==> config.mk <==
export PLATFORM = sky130hd
export DESIGN_NAME = ctr_record_reader
export DESIGN_NICKNAME = d
export VERILOG_FILES = /design/src/rtl/ctr_record_reader_pkg.sv /design/src/rtl/ctr_record_reader_cycle_counter.sv /design/src/rtl/ctr_record_reader.sv
export SDC_FILE = /design/constraint.sdc
export NUM_CORES = 2
export LEC_CHECK = 0
export ABC_AREA = 1
export BUFFER_PORTS_ARGS = -buffer_cell sky130_fd_sc_hd__buf_2
export CAP_MARGIN = 0
export CORE_ASPECT_RATIO = 0.6
export CORE_MARGIN = 1
export CORE_UTILIZATION = 40
export CTS_CLUSTER_SIZE = 20
export DETAILED_ROUTE_END_ITERATION = 12
export PLACE_DENSITY = 0.65
export SYNTH_ARGS = -nofsm -noshare
export SYNTH_HDL_FRONTEND = slang
export SYNTH_SLANG_ARGS = --single-unit
==> constraint.sdc <==
create_clock -name clk_i -period 7.2 [get_ports clk_i]
set_clock_uncertainty 0.15 [all_clocks]
set_input_delay 0.36 -clock clk_i [delete_from_list [all_inputs] [get_ports clk_i]]
set_output_delay 0.36 -clock clk_i [all_outputs]
set_load 0.01 [all_outputs]
==> src/rtl/ctr_record_reader_pkg.sv <==
// Shared types and constants for the control-transfer-record read path.
// Holds the transfer-type encoding, per-entry metadata layout and CSR select codes.
package ctr_record_reader_pkg;

  localparam logic [11:0] CTR_SISELECT_BASE = 12'h200;
  localparam int unsigned CTR_CC_W          = 16;

  localparam logic [1:0] CTR_SEL_SOURCE = 2'd0;
  localparam logic [1:0] CTR_SEL_TARGET = 2'd1;
  localparam logic [1:0] CTR_SEL_DATA   = 2'd2;

  typedef enum logic [3:0] {
    CTR_TYPE_NONE        = 4'd0,
    CTR_TYPE_EXC         = 4'd1,
    CTR_TYPE_INTR        = 4'd2,
    CTR_TYPE_TRET        = 4'd3,
    CTR_TYPE_NTBR        = 4'd4,
    CTR_TYPE_TKBR        = 4'd5,
    CTR_TYPE_RSVD6       = 4'd6,
    CTR_TYPE_RSVD7       = 4'd7,
    CTR_TYPE_INDCALL     = 4'd8,
    CTR_TYPE_DIRCALL     = 4'd9,
    CTR_TYPE_INDJUMP     = 4'd10,
    CTR_TYPE_DIRJUMP     = 4'd11,
    CTR_TYPE_CORSWAP     = 4'd12,
    CTR_TYPE_RET         = 4'd13,
    CTR_TYPE_INDLJUMP    = 4'd14,
    CTR_TYPE_DIRLJUMP    = 4'd15
  } ctr_type_t;

  typedef struct packed {
    ctr_type_t             ctype;
    logic [CTR_CC_W-1:0]   cc;
    logic                  ccv;
  } ctr_meta_t;

  // ctrdata layout: CC in [31:16], CCV in [15], TYPE in [3:0].
  function automatic logic [31:0] ctr_pack_data(input ctr_meta_t meta);
    return {meta.cc, meta.ccv, 11'd0, meta.ctype};
  endfunction

endpackage

==> src/rtl/ctr_record_reader_cycle_counter.sv <==
// Saturating 16-bit idle-cycle counter for record CC fields.
// Only instantiated when CTR_CYCLE_COUNT_EN is defined.
module ctr_cycle_counter
  import ctr_record_reader_pkg::*;
(
  input  logic                clk_i,
  input  logic                rstn_i,
  input  logic                hold_i,
  input  logic                clr_i,
  output logic [CTR_CC_W-1:0] cnt_o,
  output logic                sat_o
);

  logic [CTR_CC_W-1:0] cnt_q, cnt_d;

  always_comb begin
    cnt_d = cnt_q;
    if (clr_i) begin
      cnt_d = '0;
    end else if (!hold_i && !(&cnt_q)) begin
      cnt_d = cnt_q + CTR_CC_W'(1);
    end
  end

  always_ff @(posedge clk_i or negedge rstn_i) begin
    if (!rstn_i) begin
      cnt_q <= '0;
    end else begin
      cnt_q <= cnt_d;
    end
  end

  assign cnt_o = cnt_q;
  assign sat_o = &cnt_q;

endmodule

==> src/rtl/ctr_record_reader.sv <==
// Circular control-transfer-record buffer with registered indirect-CSR reads.
// Define CTR_CYCLE_COUNT_EN to record idle-cycle counts (CC/CCV) per entry.
module ctr_record_reader
  import ctr_record_reader_pkg::*;
#(
  parameter int unsigned XLEN     = 64,
  parameter int unsigned CtrDepth = 16
) (
  input  logic                        clk_i,
  input  logic                        rstn_i,
  input  logic                        rec_valid_i,
  input  logic [XLEN-1:0]             rec_source_i,
  input  logic [XLEN-1:0]             rec_target_i,
  input  logic [3:0]                  rec_type_i,
  input  logic                        freeze_i,
  input  logic                        clear_i,
  input  logic                        csr_req_i,
  input  logic [7:0]                  csr_idx_i,
  input  logic [1:0]                  csr_sel_i,
  output logic                        csr_rvalid_o,
  output logic [XLEN-1:0]             csr_rdata_o,
  output logic [$clog2(CtrDepth)-1:0] wrptr_o
);

  localparam int unsigned PTR_W = $clog2(CtrDepth);

  logic [PTR_W-1:0]    wrptr_q, wrptr_d;
  logic [CtrDepth-1:0] valid_q, valid_d;
  logic                rvalid_q, rvalid_d;
  logic [XLEN-1:0]     rdata_q, rdata_d;

  logic [XLEN-1:0] src_mem_q  [CtrDepth];
  logic [XLEN-1:0] tgt_mem_q  [CtrDepth];
  ctr_meta_t       meta_mem_q [CtrDepth];

  logic       wr_en;
  ctr_meta_t  wr_meta;
  logic [PTR_W-1:0] rd_phys;
  ctr_meta_t  rd_meta;
  logic       rd_hit;

  assign wr_en = rec_valid_i && !freeze_i && !clear_i;

`ifdef CTR_CYCLE_COUNT_EN
  logic [CTR_CC_W-1:0] cc_val;
  logic                cc_sat;

  ctr_cycle_counter u_cycle_counter (
    .clk_i  (clk_i),
    .rstn_i (rstn_i),
    .hold_i (freeze_i),
    .clr_i  (wr_en || clear_i),
    .cnt_o  (cc_val),
    .sat_o  (cc_sat)
  );

  always_comb begin
    wr_meta       = '0;
    wr_meta.ctype = ctr_type_t'(rec_type_i);
    wr_meta.cc    = cc_val;
    wr_meta.ccv   = !cc_sat;
  end
`else
  always_comb begin
    wr_meta       = '0;
    wr_meta.ctype = ctr_type_t'(rec_type_i);
  end
`endif

  always_comb begin
    wrptr_d = wrptr_q;
    valid_d = valid_q;
    if (clear_i) begin
      wrptr_d = '0;
      valid_d = '0;
    end else if (wr_en) begin
      wrptr_d          = wrptr_q + PTR_W'(1);
      valid_d[wrptr_q] = 1'b1;
    end
  end

  // Reads see only pre-edge state, so a same-cycle write or clear is invisible.
  always_comb begin
    rd_phys  = wrptr_q - PTR_W'(1) - csr_idx_i[PTR_W-1:0];
    rd_meta  = meta_mem_q[rd_phys];
    rd_hit   = csr_req_i && (32'(csr_idx_i) < CtrDepth) && valid_q[rd_phys];
    rvalid_d = csr_req_i;
    rdata_d  = '0;
    if (rd_hit) begin
      unique case (csr_sel_i)
        CTR_SEL_SOURCE: rdata_d = src_mem_q[rd_phys];
        CTR_SEL_TARGET: rdata_d = tgt_mem_q[rd_phys];
        CTR_SEL_DATA:   rdata_d = XLEN'(ctr_pack_data(rd_meta));
        default:        rdata_d = '0;
      endcase
    end
  end

  always_ff @(posedge clk_i or negedge rstn_i) begin
    if (!rstn_i) begin
      wrptr_q  <= '0;
      valid_q  <= '0;
      rvalid_q <= 1'b0;
      rdata_q  <= '0;
    end else begin
      wrptr_q  <= wrptr_d;
      valid_q  <= valid_d;
      rvalid_q <= rvalid_d;
      rdata_q  <= rdata_d;
    end
  end

  // Payload storage needs no reset: every read is gated by the valid bit.
  always_ff @(posedge clk_i) begin
    if (wr_en) begin
      src_mem_q[wrptr_q]  <= rec_source_i | XLEN'(1);
      tgt_mem_q[wrptr_q]  <= rec_target_i;
      meta_mem_q[wrptr_q] <= wr_meta;
    end
  end

  assign csr_rvalid_o = rvalid_q;
  assign csr_rdata_o  = rdata_q;
  assign wrptr_o      = wrptr_q;

endmodule

==> Word-level counts from Yosys, hierarchy flattened <==
Memories as Yosys holds them, arrays and structs flattened.
Cells that the tools add are included.
{ "word_totals": {"input_bits": 148, "out_inout_bits": 69, "reg_bits": 85, "wordCells": 38, "memories": 3, "ramBits": 2096} }
{ "mem_list": {"columns": ["memory", "depth", "word_bits", "rd", "rd_ports_with_merged_regs", "write_ports", "line", "source"], "rows": [
  ["tgt_mem_q", 16, 64, 1, 0, 1, "ctr_record_reader.sv:33", "logic [XLEN-1:0] tgt_mem_q [CtrDepth];"],
  ["src_mem_q", 16, 63, 1, 0, 1, "ctr_record_reader.sv:32", "logic [XLEN-1:0] src_mem_q [CtrDepth];"],
  ["meta_mem_q", 16, 4, 1, 0, 1, "ctr_record_reader.sv:34", "ctr_meta_t meta_mem_q [CtrDepth];"]
]} }
{ "classes": {"reduce_logical": 9, "bitwise_logic": 1, "n_addsub": 3, "eq_ne": 2, "mux": 12, "n_lt_le_gt_ge": 4} }
{ "ops": {"columns": ["operator", "count"], "rows": [
  ["64-bit case mux with 3 select lines", 1],
  ["64-bit 2-to-1 mux", 1],
  ["16-bit 2-to-1 mux", 2],
  ["16-bit OR", 1],
  ["4-bit by 5-bit less-than comparator with 1-bit output (second input constant)", 2],
  ["8-bit by 5-bit less-than comparator with 1-bit output (second input constant)", 1],
  ["4-bit 2-to-1 mux", 2],
  ["1-bit logical AND", 5],
  ["4-bit by 1-bit adder with 4-bit output (second input constant)", 1],
  ["1-bit binary-select mux with 4-bit select", 1],
  ["1-bit demux with 4-bit select", 1],
  ["4-bit by 1-bit >= comparator with 1-bit output (second input constant)", 1],
  ["1-bit 2-to-1 mux", 4],
  ["4-bit by 1-bit subtractor with 4-bit output (second input constant)", 1],
  ["4-bit subtractor", 1],
  ["2-bit by 1-bit equality test with 1-bit output (second input constant)", 1],
  ["2-bit equality test (second input constant)", 1],
  ["1-bit zero test", 2],
  ["2-bit zero test", 1],
  ["2-bit nonzero test", 1]
]} }

==> Longest topological paths before layout <==
{ "logic_depth": {"word_depth": 7, "mapped_depth": 16, "mapped_depth_nobuf": 14} }

==> Worst setup path after synthesis <==
Ideal clock, no wire load.
{ "synth_path": {"path_kind": "input -> register", "start": "input port rec_valid_i", "end": "memory meta_mem_q[11][0] in the netlist's numbering, enable pin", "setup_ns": 0.623, "required_ns": 6.427, "slack_ns": -0.051, "cell_stages": 7, "n_path_buf": 1, "arrival_time_ns": 6.478, "cell_sequence": "inv_1 nor2_1 inv_1 nor2_1 inv_1 clkbuf_1 nor2_1"} }
{ "synth_between": {"elab_chain_cells": 4} }
{ "synth_rtl": {"columns": ["element", "line", "source"], "rows": [
  ["from (decl)", "ctr_record_reader.sv:11", "input logic rec_valid_i,"],
  ["1-bit logical AND (2 in series)", "ctr_record_reader.sv:42", "assign wr_en = rec_valid_i && !freeze_i && !clear_i;"],
  ["1-bit 2-to-1 mux", "ctr_record_reader.sv:115", "if (wr_en) begin"],
  ["1-bit 2-to-1 mux (not written as such)", "ctr_record_reader.sv:118", "meta_mem_q[wrptr_q] <= wr_meta;"],
  ["to (decl)", "ctr_record_reader.sv:34", null]
]} }
No other way between the ends.

==> Final worst setup path <==
{ "layout_path": {"start": "register wrptr_q[0] (netlist: wrptr_o[0])", "end": "register rdata_q[0] (netlist: csr_rdata_o[0])"} }
{ "layout_between": {"elab_chain_cells": 6, "word_cells_on_any_way": 9, "classes_between": "add/sub (2); mux (4); reduce/logical (1); memory (2)"} }
{ "layout_rtl": {"columns": ["element", "line", "source"], "rows": [
  ["from (decl)", "ctr_record_reader.sv:27", "logic [PTR_W-1:0] wrptr_q, wrptr_d;"],
  ["from (signal assigned)", "ctr_record_reader.sv:106", "wrptr_q <= wrptr_d;"],
  ["4-bit by 1-bit subtractor with 4-bit output (*)", "ctr_record_reader.sv:84", "rd_phys = wrptr_q - PTR_W'(1) - csr_idx_i[PTR_W-1:0];"],
  ["4-bit subtractor (*)", "ctr_record_reader.sv:84", null],
  ["parallel branches: the longest is 3 deep, another holds memory 16 x 4 bit", null, null],
  ["64-bit 2-to-1 mux (*)", "ctr_record_reader.sv:89", "if (rd_hit) begin"],
  ["named net rdata_d[0]", "ctr_record_reader.sv:30", "logic [XLEN-1:0] rdata_q, rdata_d;"],
  ["to (signal assigned)", "ctr_record_reader.sv:109", "rdata_q <= rdata_d;"],
  ["to (decl)", "ctr_record_reader.sv:30", null]
]} }
Mark *: on every way through the listed nets, which the timed path passes. The select of a mux whose other input is x is not followed.
A chain may end at the register's enable or synchronous reset.

==> flow_summary_export.csv <==
group,metric,value,unit
logic_synthesis,yosysUniqueCellTypes,28,
global_routing,grt_use_total,0.219,
power,vdd_ir_drop_max,0.175,mV
clocking,h-tree-depth,4,
timing,tightest_slew,1210,ps
layout,synthToLayoutAreaGrowth,12.8,%
clocking,path_clk_slew,60,ps
timing,setup_tns,0,ps
logic_synthesis,yosysSeqAreaShare,0.744,
global_routing,grt_overflow,0,
status,outcome,"finished, final reports clean",
timing,timing.fmax,0.214,GHz
die,fp-row-count,132,
min_path,whs_endpoint,"csr_rdata_o[54]$_DFF_PN0_",
die,io_pins,217,
clocking,clockBufferDepth,3,
routing,vias_per_cell,5.46,
routing,totalWireLength,245000,um
power,finalPower,27.1,mW
critical_path,reg2regPathDepth,14,
min_path,hold_start,"csr_idx_i[7]",
critical_path,r2r-start,"wrptr_o[0]$_DFFE_PN0P_",
logic_synthesis,synthCells,7159,
critical_path,worstSetupEndpointType,"register",
logic_synthesis,netlist_area,87400,um^2
layout,instances_no_fill,10400,
routing,num_vias,56900,
critical_path,path_class,"register to register",
timing,slew_viol_final,0,
clocking,numCtsBuffers,197,
logic_synthesis,syn_area_per_cell,12.2,um^2
timing,hold_ws,216,ps
routing,firstDrtPassIters,6,
critical_path,reg2reg_setup_slack,2530,ps
min_path,hold_path_class,"primary input to register",
timing,maxSlewHeadroom,0.193,
global_routing,grt_max_degree,206,
layout,num-fill-cells,18900,
timing,hold_viol_final,0,
critical_path,r2r_end,"csr_rdata_o[0]$_DFF_PN0_",
critical_path,crit_fanout,107,
logic_synthesis,synth-seq-cells,2181,
timing,setup_viol,0,
clocking,cts_tree,"yes",
timing,post-route-period-util,0.648,
clocking,insertion_delay,870,ps
global_routing,first_global_vias,52900,
logic_synthesis,syn-num-nets,7315,
clocking,post_cts_buffers,0,
power,leakage,35.0,nW
die,die_x,606,um
layout,layout-drive-gt1-share,0.0875,
layout,layout.nets,7503,
die,core_area,217000,um^2
critical_path,crit_path_start_kind,"register",
routing,drtIter0Drc,7305,
die,start_util,0.404,
critical_path,cp_data_arrival_time,5260,ps
power,p_per_area,274,nW/um^2
global_routing,antenna_found_initial,49,
placement,routabilityCongestion,0.761,
clocking,hold_buffers,147,
timing,final.min_clock_period,4670,ps
placement,post-dp-hpwl,118000,um
routing,antenna_left,0,
logic_synthesis,ys.warnings.count,0,
placement,io_buffer_count,215,
die,fp.dieH,364,um
global_routing,grt_pass1_wl,357000,um
min_path,hold_depth,4,
clocking,cts-resized-gates,0,
job,cap_violations,0,
placement,dpl.cell_count,9882,
critical_path,cp.required,7790,ps
routing,drc_errors,0,
die,dieArea,220000,um^2
clocking,cts.sinks,2181,
timing,rsz0062_at_grt,"false",
routing,wl_per_cell,23.5,um
clocking,ctsRootBufferMaster,"clkbuf_16",
how the worst max path moves through the flow:
stage,startpoint,to,slack [ps],cells past startpoint
2_1_floorplan,rec_valid_i,meta_mem_q[11][0]$_DFFE_PP_,-50,7
3_3_place_gp,csr_idx_i[0],csr_rdata_o[7]$_DFF_PN0_,2800,12
3_5_place_dp,csr_idx_i[0],csr_rdata_o[40]$_DFF_PN0_,2780,12
4_1_cts,wrptr_o[0]$_DFFE_PN0P_,csr_rdata_o[0]$_DFF_PN0_,2530,14
5_1_grt,wrptr_o[0]$_DFFE_PN0P_,csr_rdata_o[0]$_DFF_PN0_,2350,14
6_report,wrptr_o[0]$_DFFE_PN0P_,csr_rdata_o[0]$_DFF_PN0_,2530,14
cells in the final DEF, fill, tap and decap left out, drive strengths merged, types with 68 or more instances in the layout:
cell type    synthesis  layout
a21oi              134     134
buf                352     301
clkbuf             106     280
clkinv               0      68
dfrtp               85      85
dlygate4sd3          0     146
edfxtp            2096    2096
inv                192     199
nand2             2013    2013
nand3             1576    1576
nor2               276     276
o21ai              286     286
cell usage after synthesis:
cell type | instances | area share
clkbuf_1 | 105 | 0.0045
edfxtp_1 | 2096 | 0.72
nand4_1 | 1 | 0.000072
buf_2 | 202 | 0.012
nor4_1 | 1 | 0.000072
nor3_1 | 1 | 0.000057
clkbuf_2 | 1 | 0.000057
xor2_1 | 1 | 0.00010
buf_4 | 94 | 0.0081
buf_6 | 32 | 0.0041
nand2_1 | 2013 | 0.086
ha_1 | 7 | 0.0010
a21oi_2 | 30 | 0.0030
a21oi_1 | 104 | 0.0060
inv_2 | 1 | 0.000043
nand3_1 | 1575 | 0.090
buf_8 | 2 | 0.00034
buf_1 | 22 | 0.00094
o21ai_0 | 209 | 0.012
nor2_1 | 276 | 0.012
xnor2_1 | 1 | 0.00010
nand3_2 | 1 | 0.00011
o211ai_1 | 7 | 0.00060
dfrtp_1 | 85 | 0.024
fa_1 | 1 | 0.00023
inv_1 | 191 | 0.0082
or2_2 | 23 | 0.0016
o21ai_1 | 77 | 0.0044
where the power goes:
group          internal, mW  switching, mW
combinational         0.753           1.99
clock                  5.71           4.66
sequential             13.9         0.0109
critical path, stage by stage (launching register included):
cell and delay [ps]:
dfrtp_1 480, ha_4 200, inv_1 70, fa_4 740
inv_8 580, buf_4 460, nand3_1 140, nand2_1 90
nand2_1 80, nand3_1 120, nand3_1 120, nand2_1 70
dlygate4sd3_1 540, a21oi_1 60, dlygate4sd3_1 590
kinds of logic after synthesis:
logic type               Yosys count  synth area share
AO/OA/AOI/OAI                    427            0.0259
XOR/XNOR                           2          0.000200
adder cells (fa/ha/maj)            8           0.00123
buffers and inverters            650            0.0379
flip-flops                      2181             0.744
AND/OR/NAND/NOR                 3891             0.190
layer usage:
layer / vias up / global-route usage / wire (um) / part of all wire
met1: 28000 / 0.315 / 104000 / 0.42
met5: - / 0 / 161 / 0.00066
met4: 22 / 0.0564 / 5750 / 0.023
li1: 25600 / - / - / -
met3: 372 / 0.0406 / 23300 / 0.095
met2: 2788 / 0.342 / 112000 / 0.46
final cells by class:
class | instances | area [um^2] | area share
clock buffers | 280 | 5510 | 0.0559
diodes | 15 | 37.5 | 0.000381
multi-input cells | 4328 | 19200 | 0.195
well taps | 2881 | 3600 | 0.0366
flip-flops and latches | 2181 | 65100 | 0.660
repair buffers | 447 | 3580 | 0.0363
inverters | 192 | 736 | 0.00746
clock inverters | 90 | 832 | 0.00844
state kept, by name, summed over array words and instances, names as in the netlist:
register / cells
tgt_mem_q: 1024
src_mem_q: 1008
csr_rdata_o: 64
wrptr_o: 4
csr_rvalid_o: 1
meta_mem_q: 64
valid_q: 16
stage by stage:
step / cell area, um^2 / util / setup WS (ps)
global placement: 90700 / 0.419 / 2800
floorplan: 87400 / - / -51.3
finish: 98600 / 0.455 / 2530
CTS: 98600 / 0.455 / 2530
global route: 98600 / 0.455 / 2350
detailed placement: 90700 / 0.419 / 2780
Note: power is estimated with default switching activity, not from simulation.
